### config.mk
export PLATFORM = sky130hd
export DESIGN_NAME = traffic_phase_ctrl
export DESIGN_NICKNAME = d
export VERILOG_FILES = /design/src/rtl/traffic_pkg.sv /design/src/rtl/traffic_phase_ctrl_timer.sv /design/src/rtl/traffic_phase_ctrl.sv
export SDC_FILE = /design/constraint.sdc
export NUM_CORES = 1
export LEC_CHECK = 0
export ABC_AREA = 0
export BUFFER_PORTS_ARGS = -buffer_cell sky130_fd_sc_hd__buf_2
export CAP_MARGIN = 20
export CORE_MARGIN = 4
export CORE_UTILIZATION = 55
export CTS_BUF_LIST = sky130_fd_sc_hd__clkbuf_4
export CTS_CLUSTER_SIZE = 14
export DETAILED_ROUTE_END_ITERATION = 10
export GPL_TIMING_DRIVEN = 1
export PLACE_DENSITY_LB_ADDON = 0.1
export SYNTH_ARGS = -nofsm -noshare
export SYNTH_HDL_FRONTEND = slang
export SYNTH_SLANG_ARGS = --single-unit
### constraint.sdc
create_clock -name clk -period 2.02 [get_ports clk]
set_input_delay 0 -clock clk [delete_from_list [all_inputs] [get_ports clk]]
set_output_delay 0 -clock clk [all_outputs]
set_load 0.01 [all_outputs]
### src/rtl/traffic_pkg.sv
// Shared constants for the intersection phase controller: lamp codes, phase codes, lamp decode.
// Latency: n/a (package only).
// Backpressure: n/a.
package traffic_pkg;

    localparam int PHASE_W = 3;

    typedef logic [0:2]         light_t;
    typedef logic [PHASE_W-1:0] phase_t;

    // Lamp encoding, bit 0 = red, bit 1 = green, bit 2 = yellow
    localparam light_t RED    = 3'b100;
    localparam light_t GREEN  = 3'b010;
    localparam light_t YELLOW = 3'b001;

    localparam phase_t ST_MAIN_G   = 3'd0;
    localparam phase_t ST_MAIN_Y   = 3'd1;
    localparam phase_t ST_ALL_R1   = 3'd2;
    localparam phase_t ST_SIDE_G   = 3'd3;
    localparam phase_t ST_SIDE_Y   = 3'd4;
    localparam phase_t ST_ALL_R2   = 3'd5;
    localparam phase_t ST_PED_WALK = 3'd6;

    // Main lamp is only ever non-red in MAIN_G / MAIN_Y; anything else (incl. illegal codes) is red
    function automatic light_t main_lamp(input phase_t s);
        case (s)
            ST_MAIN_G: return GREEN;
            ST_MAIN_Y: return YELLOW;
            default:   return RED;
        endcase
    endfunction

    // Side lamp is only ever non-red in SIDE_G / SIDE_Y
    function automatic light_t side_lamp(input phase_t s);
        case (s)
            ST_SIDE_G: return GREEN;
            ST_SIDE_Y: return YELLOW;
            default:   return RED;
        endcase
    endfunction

endpackage

### src/rtl/traffic_phase_ctrl_timer.sv
// Loadable saturating down-counter used as the phase timer; done is high while the count is 0.
// Latency: load takes effect on the next edge; done is combinational from the count register.
// Backpressure: none; load has priority over the decrement.
module phase_timer #(
    parameter int               CNT_W   = 4,
    parameter logic [CNT_W-1:0] RST_VAL = '0
) (
    input  logic             clk,
    input  logic             rst,
    input  logic             load,
    input  logic [CNT_W-1:0] load_val,
    output logic             done
);

    logic [CNT_W-1:0] cnt;

    // Count down to zero and hold there until reloaded
    always_ff @(posedge clk or posedge rst) begin
        if (rst) begin
            cnt <= RST_VAL;
        end else if (load) begin
            cnt <= load_val;
        end else if (cnt != '0) begin
            cnt <= cnt - 1'b1;
        end
    end

    assign done = (cnt == '0);

endmodule

### src/rtl/traffic_phase_ctrl.sv
// Two-road timed phase controller (main rests green, latched side/ped requests divert it); optional walk phase under PED_WALK_EN.
// Latency: all outputs registered, changing on the same edge as the state; a latched request acts one edge later.
// Backpressure: none; side_req/ped_req are sampled every cycle into set-priority pending latches.
module traffic_phase_ctrl #(
    parameter int GREEN_MAIN_MIN = 8,
    parameter int GREEN_SIDE     = 6,
    parameter int YELLOW_T       = 3,
    parameter int ALLRED_T       = 1,
    parameter int WALK_T         = 5,
    parameter int CNT_W          = 4
) (
    input  logic       clk,
    input  logic       rst,
    input  logic       side_req,
    input  logic       ped_req,
    output logic [0:2] main_light,
    output logic [0:2] side_light,
    output logic       walk,
    output logic [2:0] phase
);

    import traffic_pkg::*;

    phase_t           state;
    phase_t           state_nx;
    logic             side_pend;
    logic             ped_go;
    logic             timer_load;
    logic             timer_done;
    logic [CNT_W-1:0] timer_val;
    light_t           main_nx;
    light_t           side_nx;

`ifdef PED_WALK_EN
    logic ped_pend;
    logic walk_nx;
    assign ped_go = ped_pend;
`else
    logic ped_req_unused;
    assign ped_req_unused = ped_req;
    assign ped_go         = 1'b0;
`endif

    // Timer reload value for the state being entered; illegal codes recover through ALL_R2
    function automatic logic [CNT_W-1:0] dur_m1(input phase_t s);
        case (s)
            ST_MAIN_G:   return CNT_W'(GREEN_MAIN_MIN - 1);
            ST_MAIN_Y:   return CNT_W'(YELLOW_T - 1);
            ST_ALL_R1:   return CNT_W'(ALLRED_T - 1);
            ST_SIDE_G:   return CNT_W'(GREEN_SIDE - 1);
            ST_SIDE_Y:   return CNT_W'(YELLOW_T - 1);
            ST_PED_WALK: return CNT_W'(WALK_T - 1);
            default:     return CNT_W'(ALLRED_T - 1);
        endcase
    endfunction

    // State register
    always_ff @(posedge clk or posedge rst) begin
        if (rst) begin
            state <= ST_MAIN_G;
        end else begin
            state <= state_nx;
        end
    end

    // Next-state: every phase waits for the timer; MAIN_G additionally waits for a pending request
    always_comb begin
        state_nx = state;
        case (state)
            ST_MAIN_G: if (timer_done && (side_pend || ped_go)) state_nx = ST_MAIN_Y;
            ST_MAIN_Y: if (timer_done) state_nx = ST_ALL_R1;
            ST_ALL_R1: if (timer_done) state_nx = ped_go ? ST_PED_WALK : ST_SIDE_G;
            ST_SIDE_G: if (timer_done) state_nx = ST_SIDE_Y;
            ST_SIDE_Y: if (timer_done) state_nx = ST_ALL_R2;
            ST_ALL_R2: if (timer_done) state_nx = ST_MAIN_G;
`ifdef PED_WALK_EN
            ST_PED_WALK: if (timer_done) state_nx = side_pend ? ST_SIDE_G : ST_ALL_R2;
`endif
            default:   state_nx = ST_ALL_R2;
        endcase
    end

    // Output decode from the next state so the registered lamps move with the state
    always_comb begin
        main_nx = main_lamp(state_nx);
        side_nx = side_lamp(state_nx);
`ifdef PED_WALK_EN
        walk_nx = (state_nx == ST_PED_WALK);
`endif
    end

    // Registered lamp outputs; reset shows main green / side red immediately
    always_ff @(posedge clk or posedge rst) begin
        if (rst) begin
            main_light <= GREEN;
            side_light <= RED;
        end else begin
            main_light <= main_nx;
            side_light <= side_nx;
        end
    end

    assign phase = state;

    // Side request latch: cleared on entry to SIDE_G, but a request on that same edge wins
    always_ff @(posedge clk or posedge rst) begin
        if (rst) begin
            side_pend <= 1'b0;
        end else begin
            side_pend <= side_req | (side_pend & ~((state_nx == ST_SIDE_G) && (state != ST_SIDE_G)));
        end
    end

`ifdef PED_WALK_EN
    // Pedestrian latch and walk lamp: cleared on entry to PED_WALK, set wins
    always_ff @(posedge clk or posedge rst) begin
        if (rst) begin
            ped_pend <= 1'b0;
            walk     <= 1'b0;
        end else begin
            ped_pend <= ped_req | (ped_pend & ~((state_nx == ST_PED_WALK) && (state != ST_PED_WALK)));
            walk     <= walk_nx;
        end
    end
`else
    assign walk = 1'b0;
`endif

    assign timer_load = (state_nx != state);
    assign timer_val  = dur_m1(state_nx);

    phase_timer #(
        .CNT_W   (CNT_W),
        .RST_VAL (CNT_W'(GREEN_MAIN_MIN - 1))
    ) u_timer (
        .clk      (clk),
        .rst      (rst),
        .load     (timer_load),
        .load_val (timer_val),
        .done     (timer_done)
    );

endmodule

==> results.sh, run 1 <==
export IMPL_status="finished, final reports clean"
export IMPL_grt_overflow_total=0
export IMPL_path_clk_slew_ns=0.08
export IMPL_worstSetupStartpointType="flip-flop"
export IMPL_netlist_instances=77
export IMPL_regArea_um2=357
export IMPL_cts_resized=0
export IMPL_min_period_over_period=0.802
export IMPL_hpwl_um=916
export IMPL_crit_arrival_ns=1.79
export IMPL_avgSynthCellArea_um2=9.59
export IMPL_tritoncts="yes"
export IMPL_grt_max_degree=20
export IMPL_cp_slowest_stage_delay_ns=0.39
export IMPL_core_mm2=0.00119
export IMPL_antenna_found_initial=0
export IMPL_min_period_ns=1.62
export IMPL_num_vias=572
export IMPL_antenna_cells=0
export IMPL_gp_congestion=0.820
export IMPL_power_leakage_nw=0.375
export IMPL_critical_path_class="reg2reg"
export IMPL_maxCapViolCount=0
export IMPL_drt_iter0_markers=12
export IMPL_die_height_um=44.6
export IMPL_relSlewSlack=0.648
export IMPL_wl_mm=1.34
export IMPL_hold_buffers=2
export IMPL_pin_count=14
export IMPL_drt_first_pass_iters=4
export IMPL_worstSetupEndpointType="flip-flop"
export IMPL_cts_setup_buffers=0
export IMPL_cts_root_buf="clkbuf_4"
export IMPL_path_max_fanout=8
export IMPL_cp_slowest_cell="nor3b_4"
export IMPL_ir_worst_vdd_mv=0.839
export IMPL_netlist_area_um2=738
export IMPL_stdcell_area_um2=831
export IMPL_multiInputGateArea_um2=333
export IMPL_hold_class="in2async"
export IMPL_dieWidth_um=44.6
export IMPL_die_area_mm2=0.00199
export IMPL_synth_distinct_cells=33
export IMPL_ant_nets=0
export IMPL_final_util=0.700
export IMPL_report_final_hold_viol_count=0
export IMPL_fmax_ghz=0.618
export IMPL_drive_above_1_share=0.307
export IMPL_cp_required_ns=2.19
export IMPL_syn_nets=82
export IMPL_syn2layout_area_growth_pct=12.5
export IMPL_grt_pass1_wl_mm=2.26
export IMPL_wl_per_cell_um=13.1
export IMPL_skew_ns=0.00321
export IMPL_maxSlewViolCount=0
export IMPL_tns_ns=0
export IMPL_tightest_slew_ns=0.527
export IMPL_start_util=0.622
export IMPL_portBuffers=11
export IMPL_ys_ff_latch=14
export IMPL_power_density_mw_per_mm2=1560
export IMPL_drcViolationCount=0
export IMPL_placed_cell_area_um2=781
export IMPL_cts_buffers=3
export IMPL_htreeDepth=1
export IMPL_fin_ws_ns=0.401
export IMPL_place_ws_ns=0.424
export IMPL_nets=94
export IMPL_rsz0062_at_grt="no"
export IMPL_clock_sinks=14
export IMPL_setup_viol=0
export IMPL_vias_per_cell=5.61
export IMPL_fill_cells=91
export IMPL_ys_seq_area_frac=0.483
export IMPL_yosysWarnings=0
export IMPL_insertion_delay_ns=0.28
export IMPL_cp_cell_sequence="inv_1, ha_1, nor3b_4, nand2_2, mux2_2"
export IMPL_clockBufferDepth=2
export IMPL_grt_pass1_vias=504
export IMPL_row_count=12
export IMPL_grt_usage=0.157
[through the flow]
stage | total power, mW | hold WS (ns) | cells
global route | 1.42 | 0.353 | 102
global placement | 1.10 | 0.0553 | 96
finish | 1.30 | 0.288 | 102
CTS | 1.31 | 0.308 | 102
detailed placement | 1.12 | 0.0680 | 96
floorplan | 0.988 | -0.114 | 77
[worst paths after layout]
check,startpoint,end,slack [ns],depth (start not counted)
worst max-delay path,u_timer.cnt[0]$_DFFE_PP1P_,phase[2]$_DFF_PP0_,0.40,5
worst min-delay path,rst,side_light[2]$_DFF_PP0_,0.29,3
worst max register to register,u_timer.cnt[0]$_DFFE_PP1P_,phase[2]$_DFF_PP0_,0.40,5
worst min register to register,side_pend$_DFF_PP0_,main_light[2]$_DFF_PP0_,0.64,2
max in group asynchronous,rst,u_timer.cnt[1]$_DFFE_PP1P_,1.37,3
min in group clk,side_req,side_pend$_DFF_PP0_,0.44,3
[layout make-up]
| type | instances | area share |
|---|---|---|
| Sequential cell | 14 | 0.429 |
| Timing Repair Buffer | 13 | 0.0904 |
| Tap cell | 14 | 0.0211 |
| Clock buffer | 4 | 0.0361 |
| Inverter | 5 | 0.0226 |
| Multi-Input combinational cell | 52 | 0.401 |
[synthesized netlist by cell type]
cell type,number,area share
dfrtp_1,9,0.31
o21ai_0,7,0.047
a21oi_1,6,0.041
dfstp_2,5,0.18
inv_1,5,0.025
nor2_1,5,0.025
nand2_1,4,0.020
buf_2,3,0.020
nand2b_1,3,0.025
a31oi_1,2,0.017
clkbuf_1,2,0.010
nand2_2,2,0.017
nand3_1,2,0.014
nor3_1,2,0.014
xor2_1,2,0.024
a211oi_1,1,0.010
a211oi_2,1,0.017
and2_1,1,0.0085
buf_4,1,0.010
conb_1,1,0.0051
ha_1,1,0.017
mux2_2,1,0.015
nand3b_1,1,0.010
nor2_4,1,0.015
nor2b_1,1,0.0085
nor3b_4,1,0.025
o21a_1,1,0.010
o21bai_1,1,0.010
o22ai_1,1,0.0085
o311ai_0,1,0.012
o31ai_1,1,0.010
or3_1,1,0.0085
or3b_4,1,0.015
[metal layers]
layer  part of all wire  vias to the layer above  track usage  routed length [um]
li1                   -                      289            -                   -
met1               0.46                      262        0.197                 616
met2               0.45                       16        0.241                 605
met3              0.061                        5       0.0285                  82
met4              0.027                        0        0.108                  36
met5                  0                        -            0                   0
[cell usage in the layout (no fill, tap or decap)]
master and n:
buf_2 11, dfrtp_1 9, o21ai_0 7, a21oi_1 6
inv_1 5, nor2_1 5, dfstp_2 5, nand2_1 4
clkbuf_4 4, nand2b_1 3, nor3_1 2, nand2_2 2
nand3_1 2, xor2_1 2, a31oi_1 2, dlygate4sd3_1 2
nor2b_1 1, o311ai_0 1, and2_1 1, nor3b_4 1
mux2_2 1, or3b_4 1, nor2_4 1, a211oi_1 1
a211oi_2 1, nand3b_1 1, o21a_1 1, or3_1 1
o21bai_1 1, o22ai_1 1, o31ai_1 1, ha_1 1
conb_1 1
[flip-flops by register name (all words and copies together) (netlist names)]
register / cells
main_light: 3
phase: 3
side_pend: 1
side_light: 3
u_timer.cnt: 4
[kinds of logic after synthesis]
logic type               Yosys count  share of synthesized area
AND/OR/NAND/NOR                   25                      0.207
AO/OA/AOI/OAI                     22                      0.183
flip-flops                        14                      0.483
buffers and inverters             11                     0.0661
XOR/XNOR                           2                     0.0237
adder cells (fa/ha/maj)            1                     0.0169
other                              1                    0.00508
multiplexers                       1                     0.0153
[worst max-delay path: cells and delay by family, from the launching register on]
family / cells / cell delay (ns)
and+or+nand+nor: 2 / 0.55
DFF: 1 / 0.38
muxes: 1 / 0.30
adders and majority gates: 1 / 0.22
buffers and inverters: 1 / 0.07
[power by group]
part | switching (mW) | internal, mW
logic | 0.284 | 0.257
registers | 0.156 | 0.422
clock network | 0.0885 | 0.0901
No activity file was read; power rests on OpenSTA's default activity.
==> run 2, diff against run 1 <==
Clock period 2.02 ns to 1.7 ns, I/O delays scaled along.
==> results.sh, run 2 (synthesis results as in run 1) <==
export IMPL_die_height_um=44.6
export IMPL_layout_common_cells="buf_2 (11), dfrtp_1 (9), o21ai_0 (7)"
export IMPL_min_period_ns=1.60
export IMPL_min_period_over_period=0.943
export IMPL_path_max_fanout=8
export IMPL_setup_viol=0
export IMPL_wl_mm=1.48
export IMPL_ff2ff_path_depth=5
export IMPL_wl_per_cell_um=14.1
export IMPL_fmax_ghz=0.624
export IMPL_worstReg2RegEnd="phase[2]$_DFF_PP0_"
export IMPL_pin_count=14
export IMPL_hpwl_um=992
export IMPL_cts_root_buf="clkbuf_4"
export IMPL_drcViolationCount=0
export IMPL_dieWidth_um=44.6
export IMPL_power_density_mw_per_mm2=1880
export IMPL_cp_slowest_stage_delay_ns=0.54
export IMPL_report_final_hold_viol_count=0
export IMPL_worstReg2RegStart="u_timer.cnt[0]$_DFFE_PP1P_"
export IMPL_fill_cells=86
export IMPL_tritoncts="yes"
export IMPL_vias_per_cell=5.59
export IMPL_path_clk_slew_ns=0.09
export IMPL_tightest_slew_ns=0.521
export IMPL_rrSetupSlack_ns=0.1
export IMPL_status="finished, final reports clean"
export IMPL_power_switching_mw=0.653
export IMPL_grt_pass1_wl_mm=2.43
export IMPL_start_util=0.622
export IMPL_final_common_cell="buf_2"
export IMPL_hold_class="in2async"
export IMPL_grt_overflow_total=0
export IMPL_cp_slowest_cell="dfstp_2"
export IMPL_tns_ns=0
export IMPL_p_seq_frac=0.392
export IMPL_cp_required_ns=1.86
export IMPL_clock_sinks=14
export IMPL_place_ws_ns=0.110
export IMPL_fin_ws_ns=0.0969
export IMPL_grt_usage=0.170
export IMPL_pwr_share_clk=0.132
export IMPL_drt_first_pass_iters=4
export IMPL_cts_setup_buffers=0
export IMPL_largest_register="u_timer.cnt"
export IMPL_maxSlewViolCount=0
export IMPL_cp_cell_sequence="inv_1, ha_1, nor3b_4, nand2_2, mux2_2"
export IMPL_cts_buffers=3
export IMPL_htreeDepth=1
export IMPL_row_count=12
export IMPL_grt_max_degree=19
export IMPL_power_frac_comb=0.476
export IMPL_relSlewSlack=0.652
export IMPL_crit_arrival_ns=1.77
export IMPL_maxCapViolCount=0
export IMPL_gp_congestion=0.779
export IMPL_insertion_delay_ns=0.28
export IMPL_grt_pass1_vias=532
export IMPL_worstSetupStartpointType="flip-flop"
export IMPL_nets=97
export IMPL_ir_worst_vdd_mv=1.07
export IMPL_syn2layout_area_growth_pct=15.6
export IMPL_regArea_um2=357
export IMPL_antenna_found_initial=0
export IMPL_clockBufferDepth=2
export IMPL_largest_reg_flops=4
export IMPL_cts_resized=0
export IMPL_ant_nets=0
export IMPL_drt_iter0_markers=24
export IMPL_skew_ns=0.00642
export IMPL_rsz0062_at_grt="no"
export IMPL_hold_buffers=2
export IMPL_portBuffers=11
export IMPL_sw_frac_of_total=0.408
export IMPL_antenna_cells=0
export IMPL_drive_above_1_share=0.330
export IMPL_critical_path_class="reg2reg"
export IMPL_multiInputGateArea_um2=333
export IMPL_power_leakage_nw=0.390
export IMPL_p_int_mw=0.947
export IMPL_worstSetupEndpointType="flip-flop"
export IMPL_core_mm2=0.00119
export IMPL_num_vias=587
export IMPL_die_area_mm2=0.00199
[run 2: worst max-delay path by stage]
stage,end,start,slack [ns],cells past startpoint
after floorplan,phase[2]$_DFF_PP0_,u_timer.cnt[0]$_DFFE_PP1P_,0.19,5
after global placement,phase[2]$_DFF_PP0_,u_timer.cnt[0]$_DFFE_PP1P_,0.13,5
after detailed placement,phase[2]$_DFF_PP0_,u_timer.cnt[0]$_DFFE_PP1P_,0.11,5
after CTS,phase[2]$_DFF_PP0_,u_timer.cnt[0]$_DFFE_PP1P_,0.1,5
after global routing,phase[2]$_DFF_PP0_,u_timer.cnt[0]$_DFFE_PP1P_,0.007,5
final,phase[2]$_DFF_PP0_,u_timer.cnt[0]$_DFFE_PP1P_,0.1,5
[run 2: worst max-delay path: cells and delay by family, from the launching register on]
| family | cells | cell delay (ns) |
|---|---|---|
| AND/OR/NAND/NOR | 2 | 0.32 |
| adder cells (fa/ha/maj) | 1 | 0.24 |
| flip-flops | 1 | 0.54 |
| buffers and inverters | 1 | 0.05 |
| multiplexers | 1 | 0.34 |
[run 2: power groups by stage]
stage,Clock (mW),Sequential [mW],Combinational [mW]
final,0.211,0.627,0.762
after global routing,0.227,0.645,0.848
after CTS,0.214,0.625,0.763
after detailed placement,0,0.630,0.757
after global placement,0,0.627,0.727
after floorplan,0,0.630,0.545
[run 2: layout make-up]
type,instances,share of cell area
Inverter,5,0.0220
Clock buffer,4,0.0352
Multi-Input combinational cell,52,0.390
Sequential cell,14,0.418
Timing Repair Buffer,16,0.114
Tap cell,14,0.0205
[run 2: per-layer routing]
| layer | GRT usage | share of wire | vias up |
|---|---|---|---|
| met5 | 0 | 0 | - |
| met4 | 0.0723 | 0.012 | 0 |
| met3 | 0.0447 | 0.088 | 4 |
| met2 | 0.249 | 0.43 | 25 |
| met1 | 0.234 | 0.47 | 269 |
| li1 | - | - | 289 |
[run 2: through the flow]
stage	cells	util	hold slack (ns)	total power [mW]	cell area (um^2)
after floorplan	77	-	-0.114	1.17	738
after CTS	105	0.719	0.300	1.60	853
final	105	0.719	0.286	1.60	853
after global routing	105	0.719	0.354	1.72	853
after global placement	99	0.677	0.0570	1.35	803
after detailed placement	99	0.677	0.0588	1.39	803
